$ cat src/rtl/systolic_pkg.sv
// systolic_pkg: shared constants and FSM encoding for the 3x3 systolic array slice
package systolic_pkg;
    localparam int N = 3;
    localparam int STREAM_LEN = 5;
    localparam int DATA_SIZE = 8;
    typedef enum logic [2:0] {IDLE, LOAD, CLEAR, STREAM, DRAIN, DONE} state_t;
endpackage

$ cat src/rtl/skew_mux.sv
// skew_mux: selects element t-idx of a row/column vector, or 0 when disabled or out of range
module skew_mux
    import systolic_pkg::*;
#(
    parameter int data_size = DATA_SIZE,
    parameter int idx = 0
) (
    input  logic                   en,
    input  logic [2:0]             t,
    input  logic [N*data_size-1:0] vec,
    output logic [data_size-1:0]   elem
);
    logic [3:0] k;
    assign k = {1'b0, t} - 4'(idx);
    assign elem = !en       ? '0 :
                  k == 4'd0 ? vec[0 +: data_size] :
                  k == 4'd1 ? vec[data_size +: data_size] :
                  k == 4'd2 ? vec[2*data_size +: data_size] : '0;
endmodule

$ cat src/rtl/systolic_feeder.sv
// systolic_feeder: loads A rows / B columns over three beats and streams them skewed into a 3x3 array
module systolic_feeder
    import systolic_pkg::*;
#(
    parameter int data_size = DATA_SIZE,
    parameter int drain_cycles = 2
) (
    input  logic                   clk,
    input  logic                   reset,
    input  logic                   load_valid,
    output logic                   load_ready,
    input  logic [N*data_size-1:0] load_a,
    input  logic [N*data_size-1:0] load_b,
    output logic [data_size-1:0]   a1,
    output logic [data_size-1:0]   a2,
    output logic [data_size-1:0]   a3,
    output logic [data_size-1:0]   b1,
    output logic [data_size-1:0]   b2,
    output logic [data_size-1:0]   b3,
    output logic                   array_clr,
    output logic                   busy,
    output logic                   done
);
    localparam int DW = drain_cycles > 1 ? $clog2(drain_cycles) : 1;
    state_t state, nstate;
    logic [1:0] beat;
    logic [2:0] step, nstep;
    logic [DW-1:0] dcnt;
    logic [N-1:0][N*data_size-1:0] arow, bcol;
    logic [N-1:0][data_size-1:0] a_nxt, b_nxt, a_q, b_q;
    logic accept;
    assign load_ready = state == IDLE || state == LOAD;
    assign busy = state != IDLE;
    assign done = state == DONE;
    assign array_clr = state == CLEAR;
    assign accept = load_valid && load_ready;
    assign nstep = state == STREAM ? step + 3'd1 : 3'd0;
    assign {a3, a2, a1} = a_q;
    assign {b3, b2, b1} = b_q;
    always_comb begin
        nstate = state;
        case (state)
            IDLE:    nstate = accept ? LOAD : IDLE;
            LOAD:    nstate = accept && beat == 2'd2 ? CLEAR : LOAD;
            CLEAR:   nstate = STREAM;
            STREAM:  nstate = step != 3'(STREAM_LEN - 1) ? STREAM : drain_cycles == 0 ? DONE : DRAIN;
            DRAIN:   nstate = dcnt == DW'(drain_cycles - 1) ? DONE : DRAIN;
            DONE:    nstate = IDLE;
            default: nstate = IDLE;
        endcase
    end
    always_ff @(posedge clk or negedge reset) begin
        if (!reset) begin
            state <= IDLE;
            beat  <= '0;
            step  <= '0;
            dcnt  <= '0;
            arow  <= '0;
            bcol  <= '0;
            a_q   <= '0;
            b_q   <= '0;
        end else begin
            state <= nstate;
            step  <= nstep;
            dcnt  <= state == DRAIN ? dcnt + 1'b1 : '0;
            a_q   <= a_nxt;
            b_q   <= b_nxt;
            if (accept) begin
                arow[beat] <= load_a;
                bcol[beat] <= load_b;
                beat       <= beat == 2'd2 ? 2'd0 : beat + 2'd1;
            end
        end
    end
    for (genvar i = 0; i < N; i++) begin : g_skew
        skew_mux #(.data_size(data_size), .idx(i)) u_a (
            .en(nstate == STREAM), .t(nstep), .vec(arow[i]), .elem(a_nxt[i])
        );
        skew_mux #(.data_size(data_size), .idx(i)) u_b (
            .en(nstate == STREAM), .t(nstep), .vec(bcol[i]), .elem(b_nxt[i])
        );
    end
endmodule

$ cat config.mk
export PLATFORM = sky130hd
export DESIGN_NAME = systolic_feeder
export DESIGN_NICKNAME = d
export VERILOG_FILES = /design/src/rtl/systolic_pkg.sv /design/src/rtl/skew_mux.sv /design/src/rtl/systolic_feeder.sv
export SDC_FILE = /design/constraint.sdc
export NUM_CORES = 1
export LEC_CHECK = 0
export BUFFER_PORTS_ARGS = -buffer_cell sky130_fd_sc_hd__buf_2
export CAP_MARGIN = 30
export CORE_ASPECT_RATIO = 0.75
export CORE_MARGIN = 1
export CORE_UTILIZATION = 58
export CTS_CLUSTER_SIZE = 28
export DETAILED_ROUTE_END_ITERATION = 8
export PLACE_DENSITY = 0.88
export SLEW_MARGIN = 30
export SYNTH_ARGS = -nofsm -noshare
export SYNTH_HDL_FRONTEND = slang
export SYNTH_SLANG_ARGS = --single-unit
$ cat constraint.sdc
create_clock -name clk -period 4.96 [get_ports clk]
set_input_delay 0.992 -clock clk [delete_from_list [all_inputs] [get_ports clk]]
set_output_delay 0.992 -clock clk [all_outputs]
set_load 0.01 [all_outputs]
== After elaboration in Yosys (flattened, before gate mapping) ==
Cells that the tools add are included.
Storage, ports and cells
  bits in writable memories: 0
  logic and storage cells: 82
  memories: 0
  register bits: 201
  input port bits: 51
  latch bits: 0
  memory bits (read-only): 0
Operators by class
  shift operators: 0
  equal/unequal tests: 14
  order comparisons: 2
  multiply operators: 0
  $add $sub $neg: 5
  bitwise logic cells: 0
  div/mod/pow operators: 0
  muxes and demuxes: 36
  reduce and logical (&&, ||, !) cells: 9
Operators by type and width (count)
  $mux W8: 24
  $bwmux W72: 2
  $demux W24 S2: 1
  $mux W24: 1
  $pmux W3 S5: 1
  $eq A3 B2 Y1 const B: 4
  $logic_not A4 Y1: 3
  $eq A4 B1 Y1 const B: 2
  $eq A4 B2 Y1 const B: 2
  $eq A3 B1 Y1 const B: 2
  $eq A3 B3 Y1 const B: 2
  $mux W3: 2
  $mux W2: 2
  $sub A3 B1 Y4 const B: 1
  $sub A3 B2 Y4 const B: 1
  $add A3 B1 Y3 const B: 1
  $logic_and A1 B1 Y1: 3
  $logic_not A3 Y1: 1
  $lt A2 B3 Y1 const B: 1
  $mux W1: 3
  $ne A3 B3 Y1 const B: 1
  $reduce_bool A3 Y1: 1
  $add A2 B1 Y2 const B: 1
  $eq A2 B2 Y1 const B: 1
  3 further kinds: 3

== Logic depth before layout (Yosys ltp) ==
Gate-level depths: netlist (run 1).
  depth after elaboration: 8
  mapped depth: 13
  mapped depth without buffers: 8

== Modules after synthesis ==
A second synthesis (run 1) with hierarchy kept.
Unflattened totals
  cells, all modules: 611
  area, all modules: 8728.4 um^2
Modules (own cells, without submodules)
  systolic_feeder: area each 7041.8 um^2, times used 1, cells each 397
  skew_mux at g_skew[0].u_a ...: area each 357.8 um^2, times used 2, cells each 38
  skew_mux at g_skew[2].u_a ...: area each 254.0 um^2, times used 2, cells each 39
  skew_mux at g_skew[1].u_a ...: area each 231.5 um^2, times used 2, cells each 30

== Worst setup path before layout (run 1) ==
No wires, ideal clock.
  path kind: register to register
  start point: reg step[0]
  end point: reg a_q, in the netlist a3[2]
  setup time: 0.123 ns
  cell stages (with the launch flop): 13
  path slack: 1.212 ns
  buffers on the path: 6
  data arrival time: 3.625 ns
  data required time: 4.837 ns
  path through: dfrtp_1 clkbuf_1 clkbuf_1 buf_1 inv_1 ha_1 clkbuf_1 nand4b_1 clkbuf_1 ha_1 nand4_1 clkbuf_1 o221a_2
RTL lines
  start, declared: line systolic_feeder.sv:27  | logic [2:0] step, nstep;
  start signal, assigned: line systolic_feeder.sv:64  | step <= nstep;
  end signal, assigned: line systolic_feeder.sv:66  | a_q <= a_nxt;
  end, declared: line systolic_feeder.sv:30  | logic [N-1:0][data_size-1:0] a_nxt, b_nxt, a_q, b_q;

==> results.cfg, run 1 <==
[status]
status = finished clean

[worst_setup_path]
cp.required_ns = 5.32
crit_path_max_fanout = 70
path_cells = buf_4, ha_1, xnor2_1, nor2_1, inv_1, ha_1, nand4_1, o221a_2
r2r-start = step[0]$_DFF_PN0_
critPathArrivalTime_ns = 3.89
crit_type = reg -> reg
end_kind = flop
crit_path_frequent_cell = ha_1
cp_top_family = simple AND/OR/NAND/NOR gates
crit_slowest_cell = buf_4
worstPathBufferInverterCount = 2
slowest_delay_ns = 0.71
cp-start-kind = flop
critPathLaunch = step[0]$_DFF_PN0_

[sta]
hold_viol_final = 0
max_freq_mhz = 283
setup_viol = 0
fin_crit_sh_pct = 71.1
skew_ns = 0.00876
slew_violations = 0
relSlewSlack_pct = 38.3
tightest_slew_ns = 0.923
final.setup.tns_ns = 0
rsz0062_at_grt = no
period_minus_slack_ns = 3.53

[power]
power.sequential.fraction_pct = 42.5
p_comb_share_pct = 36.2
p_int_mw = 4.35
p_per_area_mw_per_mm2 = 677
p_clk_share_pct = 21.3
p_sw_mw = 2.21
power.static_leakage_nw = 4.49
ir_drop_uv = 336
p_total_mw = 6.57
switching_share_pct = 33.7

[logic_synthesis]
synth_cell_type_count = 36
synth.area.mux_share_pct = 21.8
synth_compound_area_share_pct = 8.61
synth_top_area_cell = dfrtp_1
synth_area_sq_mm = 0.00839
ys_warn_count = 0
synth-xor-area-share_pct = 0.209
synth_seq_cells = 201
synth_top_family_by_area = multiplexers
yosys-top-cells-area = dfrtp_1 60%, mux2_2 18%, o221a_2 4.3%
synth_fp_nets = 668
synth_simple_gate_area_share_pct = 6.16
netlist_instances = 614
avgSynthCellArea_sq_um = 13.7
synth_fa_ha_area_share_pct = 0.447
ys_seq_area_share_pct = 60.0
synth_top_area_share_pct = 60.0

[job]
drv_cap = 0

[global_route]
antenna_found_initial = 0
grt_max_degree = 134
grt_pass1_vias = 5675
grt_pass1_wl_microns = 30700
grtUsageTotal_pct = 26.8
globalRouteOverflowTotal = 0

[clocking]
cts_resized = 0
clock-sinks = 201
hold_buffers = 0
clk_latency_ns = 0.48
htree_levels = 1
path_clk_slew_ns = 0.06
cts_tree = done
clk_path_buf_depth = 3
cts_buffers = 19
clockRootBuffer = clkbuf_16
postCtsSetupBuffers = 0

[route]
ant_nets = 0
vias_per_cell = 6.01
met2_length_microns = 8930
highest_layer = met4
wl_met1_microns = 8790
dr_total_vias = 5467
drt_iter0_markers = 382
drcViolationCount = 0
drt_wl_total_microns = 19200
wl_met3_microns = 1240
dr.pass1.iters = 5
detail_route.wl_per_cell_microns = 21.1

[finish]
area_growth_pct = 15.6
fill_cells = 900
insertedDiodeCount = 0
drive_above_1_share_pct = 46.3
fin_area_sq_mm = 0.00969
nets = 758

[worst_hold_path]
hp-class = reg -> reg
hold_path_startpoint = dcnt$_DFF_PN0_

[place]
dpl-instance-area_sq_mm = 0.00907
portBuffers = 102
place_congestion = 0.794
dp_hpwl_microns = 12000

[floorplanning]
coreArea_sq_mm = 0.0139
die_x_microns = 141
row_count = 37
fp.dieH_microns = 106
ios = 103
start_util_pct = 60.2
die-area_sq_mm = 0.0150
-- registers in the layout (all words and copies together), names as in the netlist --
name and flops:
a1 8, a2 8, a3 8, arow 72, b1 8, b2 8, b3 8, bcol 72
beat 2, dcnt 1, state 3, step 3
-- cell type report --
| cell class | count | area [sq um] | share of cell area, % |
|---|---|---|---|
| Clock buffer | 24 | 524 | 5.41 |
| Clock inverter | 8 | 72.6 | 0.749 |
| Inverter | 7 | 26.3 | 0.271 |
| Multi-Input combinational cell | 360 | 3160 | 32.6 |
| Sequential cell | 201 | 5030 | 51.9 |
| Tap cell | 195 | 244 | 2.52 |
| Timing Repair Buffer | 115 | 636 | 6.56 |
-- power groups by stage --
stage | logic (mW) | registers [mW] | clock network (mW)
after floorplan | 1.63 | 2.74 | 0
after global placement | 2.22 | 2.75 | 0
after detailed placement | 2.33 | 2.80 | 0
after CTS | 2.35 | 2.79 | 1.42
after global routing | 2.55 | 2.87 | 1.48
final | 2.37 | 2.79 | 1.40
-- placed cells by master, fill, tap and decap left out, types with 3 or more instances in the layout --
cell type and n:
mux2i_1 17, mux2_4 9, a21oi_1 32, clkinv_2 4, nor2_1 37, dfrtp_1 200, ha_1 3, o2bb2ai_1 16
inv_1 7, nand2_1 36, buf_2 101, clkbuf_16 20, clkbuf_8 3, mux2_2 135, buf_4 11, nor3b_1 16
o221a_2 32, clkinvlp_4 3
-- layer usage --
layer  track usage, %  up-vias
met4             6.75        0
li1                 -     2392
met2             41.7      203
met3             4.41       26
met1             39.7     2846
met5                0        -
-- final timing paths --
check	end	slack, ns	cells after the start
max	b3[2]$_DFF_PN0_	1.43	8
min	dcnt$_DFF_PN0_	0.44	1
max reg2reg	b3[2]$_DFF_PN0_	1.43	8
min reg2reg	dcnt$_DFF_PN0_	0.44	1
max in group asynchronous	arow[7]$_DFFE_PN0P_	3.53	2
min in group asynchronous	a2[7]$_DFF_PN0_	0.51	1
-- Yosys cell counts --
master     instances
or3b_4             1
a211o_1            1
nand4_1            1
or2_2              1
nor2_1            38
nand4b_1           1
and3_1             2
clkbuf_1          24
nand3b_1           2
buf_2             15
xor2_1             1
buf_1              4
nand3_1            2
inv_1              7
o22ai_1            1
nand2b_1           2
buf_6              3
and3b_1            1
nor3b_1           16
o221a_2           32
mux2i_1           17
nor3_1             2
a311o_1            1
dfrtp_1          201
ha_1               3
a31oi_1            1
a2111oi_2          1
nand2_1           36
a21oi_1           32
a211oi_1           1
mux2_2           135
or3b_1             2
a21o_1             1
o2bb2ai_1         16
xnor2_1            1
mux2_4             9
-- cell families (layout without fill, tap and decap cells) --
logic type | Yosys count | after routing
compound gates | 87 | 87
xor+xnor | 2 | 2
fa+ha+maj | 3 | 3
buf+inv | 53 | 154
flops | 201 | 201
mux | 161 | 161
simple gates | 107 | 107
-- worst register-to-register path, stage by stage, from the launching register on --
cell and delay, ns:
dfrtp_2 0.35, buf_4 0.71, ha_1 0.39, xnor2_1 0.12
nor2_1 0.15, inv_1 0.07, ha_1 0.29, nand4_1 0.70
o221a_2 0.63
-- through the flow --
stage          util, %  hold WS (ns)  instances  worst slack [ns]
6_report          69.6         0.441        910              1.43
5_1_grt           69.6         0.460        910              1.29
4_1_cts           69.4         0.439        908              1.39
3_5_place_dp      65.1         0.433        876              1.47
3_3_place_gp      65.0         0.423        876              1.64
2_1_floorplan        -         0.402        614              1.21
Note: power is estimated with default switching activity, not from simulation.
==> run 2, diff against run 1 <==
Settings changed: CORE_UTILIZATION 58 to 52, PLACE_DENSITY 0.88 to 0.83.
Clock period 4.96 ns to 3.2 ns, I/O delays scaled along.
==> results.cfg, run 2 (synthesis gave the netlist of run 1 again) <==
[global_route]
grt_pass1_vias = 5753
antenna_found_initial = 0
globalRouteOverflowTotal = 0
grt_max_degree = 97
grtUsageTotal_pct = 24.5
grt_pass1_wl_microns = 31300

[worst_setup_path]
crit_slowest_cell = or3b_2
reg2reg_depth = 4
critPathArrivalTime_ns = 2.84
cp.required_ns = 3.57
crit_path_max_fanout = 27
cp-start-kind = flop
path_cells = or3b_4, or3b_2, buf_12, mux2_4
slowest_delay_ns = 0.79
worstPathBufferInverterCount = 1
r2r-start = state[1]$_DFF_PN0_
r2r-end = bcol[46]$_DFFE_PN0P_
cp_top_family = simple AND/OR/NAND/NOR gates
end_kind = flop
r2r_slack_ns = 0.72
crit_type = reg -> reg

[clocking]
htree_levels = 1
cts_buffers = 20
hold_buffers = 0
cts_tree = done
path_clk_slew_ns = 0.06
cts_resized = 0
postCtsSetupBuffers = 0
clk_latency_ns = 0.48
clock-sinks = 201
clockRootBuffer = clkbuf_16
clk_path_buf_depth = 3

[job]
drv_cap = 0

[place]
portBuffers = 102
dp_hpwl_microns = 12600
place_congestion = 0.824

[route]
detail_route.wl_per_cell_microns = 21.1
drt_wl_total_microns = 19600
drt_iter0_markers = 346
dr_total_vias = 5457
ant_nets = 0
dr.pass1.iters = 5
vias_per_cell = 5.87
drcViolationCount = 0

[floorplanning]
ios = 103
row_count = 39
die-area_sq_mm = 0.0167
die_x_microns = 149
start_util_pct = 54.1
fp.dieH_microns = 112
coreArea_sq_mm = 0.0155

[power]
p_per_area_mw_per_mm2 = 1050
p_int_mw = 6.93
p_sw_mw = 3.42
power.sequential.fraction_pct = 41.7
ir_drop_uv = 577
p_clk_share_pct = 21.8
power.static_leakage_nw = 4.56
p_comb_share_pct = 36.5
switching_share_pct = 33.1

[sta]
relSlewSlack_pct = 45.6
period_minus_slack_ns = 2.48
rsz0062_at_grt = no
setup_viol = 0
hold_viol_final = 0
final.setup.tns_ns = 0
skew_ns = 0.00808
tightest_slew_ns = 0.816
max_freq_mhz = 404
whs_ns = 0.243
fin_crit_sh_pct = 77.4
slew_violations = 0

[finish]
seq_area_sq_mm = 0.00503
multi_input_area_sq_mm = 0.00315
final_cell_mix = 200 x dfrtp_1, 135 x mux2_2, 101 x buf_2, 37 x nor2_1, 36 x nand2_1
fill_cells = 1165
reg_top3 = arow (72), bcol (72)
area_growth_pct = 17.2
final_common_cell = dfrtp_1
drive_above_1_share_pct = 46.3
nets = 767
insertedDiodeCount = 0

[worst_hold_path]
hp-class = in -> async

[status]
status = finished clean
## run 2: final cells by class
cell class	instances	area share (%)
Timing Repair Buffer	123	7.52
Sequential cell	201	51.2
Multi-Input combinational cell	360	32.0
Tap cell	205	2.61
Inverter	7	0.267
Clock buffer	31	6.03
Clock inverter	2	0.356
## run 2: power by group through the flow
stage	combinational [mW]	clock, mW	sequential (mW)
floorplan	2.55	0	4.25
global placement	3.56	0	4.24
detailed placement	3.73	0	4.33
CTS	3.77	2.29	4.31
global route	4.05	2.39	4.45
finish	3.78	2.26	4.32
## run 2: routing by layer
layer,up-vias,GRT usage [%],part of all wire (%)
li1,2404,-,-
met1,2816,35.3,46
met2,199,37.9,46
met3,38,4.55,6.2
met4,0,7.22,1.9
met5,-,0,0
## run 2: per-stage QoR
step | instances | worst slack (ns) | power (mW) | utilization [%] | instance area (sq um)
after CTS | 929 | 0.759 | 10.4 | 63.4 | 9830
after global routing | 929 | 0.691 | 10.9 | 63.4 | 9830
after global placement | 896 | 0.588 | 7.80 | 59.3 | 9200
after detailed placement | 896 | 0.510 | 8.06 | 59.3 | 9200
after floorplan | 614 | 0.0610 | 6.80 | - | 8410
final | 929 | 0.723 | 10.3 | 63.4 | 9830
## run 2: worst max-delay path by stage
stage / start / to / slack [ns] / cells after the start
2_1_floorplan: step[0]$_DFF_PN0_ / a3[2]$_DFF_PN0_ / 0.06 / 12
3_3_place_gp: load_valid / bcol[41]$_DFFE_PN0P_ / 0.59 / 5
3_5_place_dp: load_valid / bcol[44]$_DFFE_PN0P_ / 0.51 / 5
4_1_cts: state[1]$_DFF_PN0_ / bcol[43]$_DFFE_PN0P_ / 0.76 / 4
5_1_grt: state[1]$_DFF_PN0_ / bcol[38]$_DFFE_PN0P_ / 0.69 / 4
6_report: state[1]$_DFF_PN0_ / bcol[46]$_DFFE_PN0P_ / 0.72 / 4
## run 2: worst register-to-register path: stages (launching register included)
cell and delay (ns):
dfrtp_1 0.47, or3b_4 0.46, or3b_2 0.79, buf_12 0.31, mux2_4 0.33
==> run 3, diff against run 2 <==
Settings changed: ABC_AREA from default to 1, CORE_UTILIZATION 52 to 58, PLACE_DENSITY 0.83 to 0.88.
Clock period 3.2 ns to 2.6 ns, I/O delays scaled along.
==> results.cfg, run 3 <==
[sta]
fin_crit_sh_pct = 98.2
slew_violations = 0
fin_ws_ns = 0.0480
final.setup.tns_ns = 0
whs_ns = 0.354
period_minus_slack_ns = 2.55
skew_ns = 0.0101
hold_viol_final = 0
tightest_slew_ns = 0.678
relSlewSlack_pct = 54.8
setup_viol = 0
max_freq_mhz = 392

[finish]
fin_area_sq_mm = 0.00957
seq_area_sq_mm = 0.00503
multi_input_area_sq_mm = 0.00259
insertedDiodeCount = 0
drive_above_1_share_pct = 16.6
reg_top3 = arow (72), bcol (72)
area_growth_pct = 15.3
nets = 1064
final_common_cell = nand2_1
fill_cells = 946
final_cell_mix = 265 x nand2_1, 201 x dfrtp_1, 143 x o21ai_0, 109 x inv_1, 101 x buf_2

[route]
drt_iter0_markers = 875
drt_wl_total_microns = 21100
ant_nets = 0
detail_route.wl_per_cell_microns = 17.7
dr_total_vias = 6817
dr.pass1.iters = 8
drcViolationCount = 0
vias_per_cell = 5.70

[clocking]
clock-sinks = 201
path_clk_slew_ns = 0.06
clockRootBuffer = clkbuf_16
htree_levels = 1
cts_buffers = 20
clk_latency_ns = 0.49
clk_path_buf_depth = 3
postCtsSetupBuffers = 0
cts_tree = done

[logic_synthesis]
synth-edff-count = 0
synth_area_sq_mm = 0.00830
yosys-top-cells-area = dfrtp_1 61%, nand2_1 12%, o21ai_0 8.6%
netlist_top_cells_count = 266 x nand2_1, 201 x dfrtp_1, 143 x o21ai_0
ys_seq_area_share_pct = 60.6
synth-xor-area-share_pct = 0
synth_top_area_cell = dfrtp_1
synth_fp_nets = 971
synth_simple_gate_area_share_pct = 17.9
synth_compound_area_share_pct = 12.7
yosysMostFrequentCell = nand2_1
netlist_instances = 917
ys_warn_count = 0
avgSynthCellArea_sq_um = 9.05
synth_seq_cells = 201
synth_cell_type_count = 27
synthArstFlopShare_pct = 100
synth.area.mux_share_pct = 0
synth_top_area_share_pct = 60.6
synth_fa_ha_area_share_pct = 0.452
synth_top_family_by_area = simple AND/OR/NAND/NOR gates
synthFlopType = dfrtp_1

[worst_setup_path]
r2r-end = b3[3]$_DFF_PN0_
r2r_slack_ns = 0.05
cp-start-kind = flop
end_kind = flop
crit_type = reg -> reg
crit_path_max_fanout = 13
cp.required_ns = 2.98
r2r-start = step[0]$_DFF_PN0_
reg2reg_depth = 9
critPathArrivalTime_ns = 2.93

[floorplanning]
coreArea_sq_mm = 0.0138
row_count = 37
die_x_microns = 140
fp.dieH_microns = 106
ios = 103
die-area_sq_mm = 0.0148
start_util_pct = 60.0

[power]
power.static_leakage_nw = 5.07
p_total_mw = 11.6
ir_drop_uv = 673
p_per_area_mw_per_mm2 = 1220

[worst_hold_path]
hp-class = in -> reg
hold_path_startpoint = load_a[16]
hold_end = arow[16]$_DFFE_PN0P_
min_path_cells = 3

[place]
portBuffers = 102
dp_hpwl_microns = 13300
dpl-instance-area_sq_mm = 0.00893
place_congestion = 0.871
dp_slack_ns = 0.209

[global_route]
grt_use_met3_pct = 7.45
antenna_found_initial = 0
grt_pass1_vias = 6234
grt_use_met2_pct = 41.1
globalRouteOverflowTotal = 0
top_usage_layer = met1
grt_use_met1_pct = 44.7
grt_pass1_wl_microns = 33000
grt_max_degree = 97
grtUsageTotal_pct = 29.2

[job]
drv_cap = 0

[status]
status = finished clean
## run 3: kinds of logic (layout without fill, tap and decap cells)
group           count (synthesis)  in the layout
simple gates                  357            357
flops                         201            201
compound gates                197            197
buf+inv                       159            262
fa+ha+maj                       3              3
## run 3: timing repair
action,4_1_cts,5_1_grt
endpoints found under the hold margin,33,0
gates resized for setup,0,2
hold buffers,1,0
endpoints found under the setup margin,0,11
## run 3: worst max-delay path by stage
stage                            startpoint              end  slack [ns]  cells past startpoint
after floorplan           step[0]$_DFF_PN0_  a3[2]$_DFF_PN0_        0.39                     11
after global placement    step[0]$_DFF_PN0_  b3[5]$_DFF_PN0_        0.28                     11
after detailed placement  step[0]$_DFF_PN0_  b3[0]$_DFF_PN0_        0.21                     11
after CTS                 step[0]$_DFF_PN0_  b3[3]$_DFF_PN0_        0.08                     11
after global routing      step[0]$_DFF_PN0_  b3[3]$_DFF_PN0_       -0.04                      9
final                     step[0]$_DFF_PN0_  b3[3]$_DFF_PN0_        0.05                      9
## run 3: area by class of cell
class,count,share of cell area [%]
clock buffer,30,6.37
clock inverter,2,0.105
inverter,114,4.47
multi-input combinational,557,27.1
sequential,201,52.6
tap,175,2.29
timing repair buffer,116,7.11
## run 3: report_power, final
group | switching [mW] | total (mW) | internal (mW)
Clock | 1.15 | 2.76 | 1.61
Sequential | 0.748 | 5.21 | 4.46
Combinational | 2.42 | 3.67 | 1.25
## run 3: worst max-delay path, stage by stage (launching register included)
cell     delay (ns)
dfrtp_1        0.52
inv_1          0.14
ha_1           0.41
nand2_2        0.11
ha_1           0.33
inv_1          0.15
nor3_4         0.26
buf_6          0.21
nand2_1        0.07
a31oi_1        0.24
## run 3: stage by stage
stage	cells	utilization (%)
2_1_floorplan	917	-
3_3_place_gp	1162	64.5
3_5_place_dp	1162	64.5
4_1_cts	1195	69.1
5_1_grt	1195	69.1
6_report	1195	69.1
## run 3: routing by layer
layer | wire, microns | part of all wire [%]
met3 | 2720 | 13
met4 | 492 | 2.3
met2 | 8990 | 43
met5 | 0 | 0
met1 | 8910 | 42
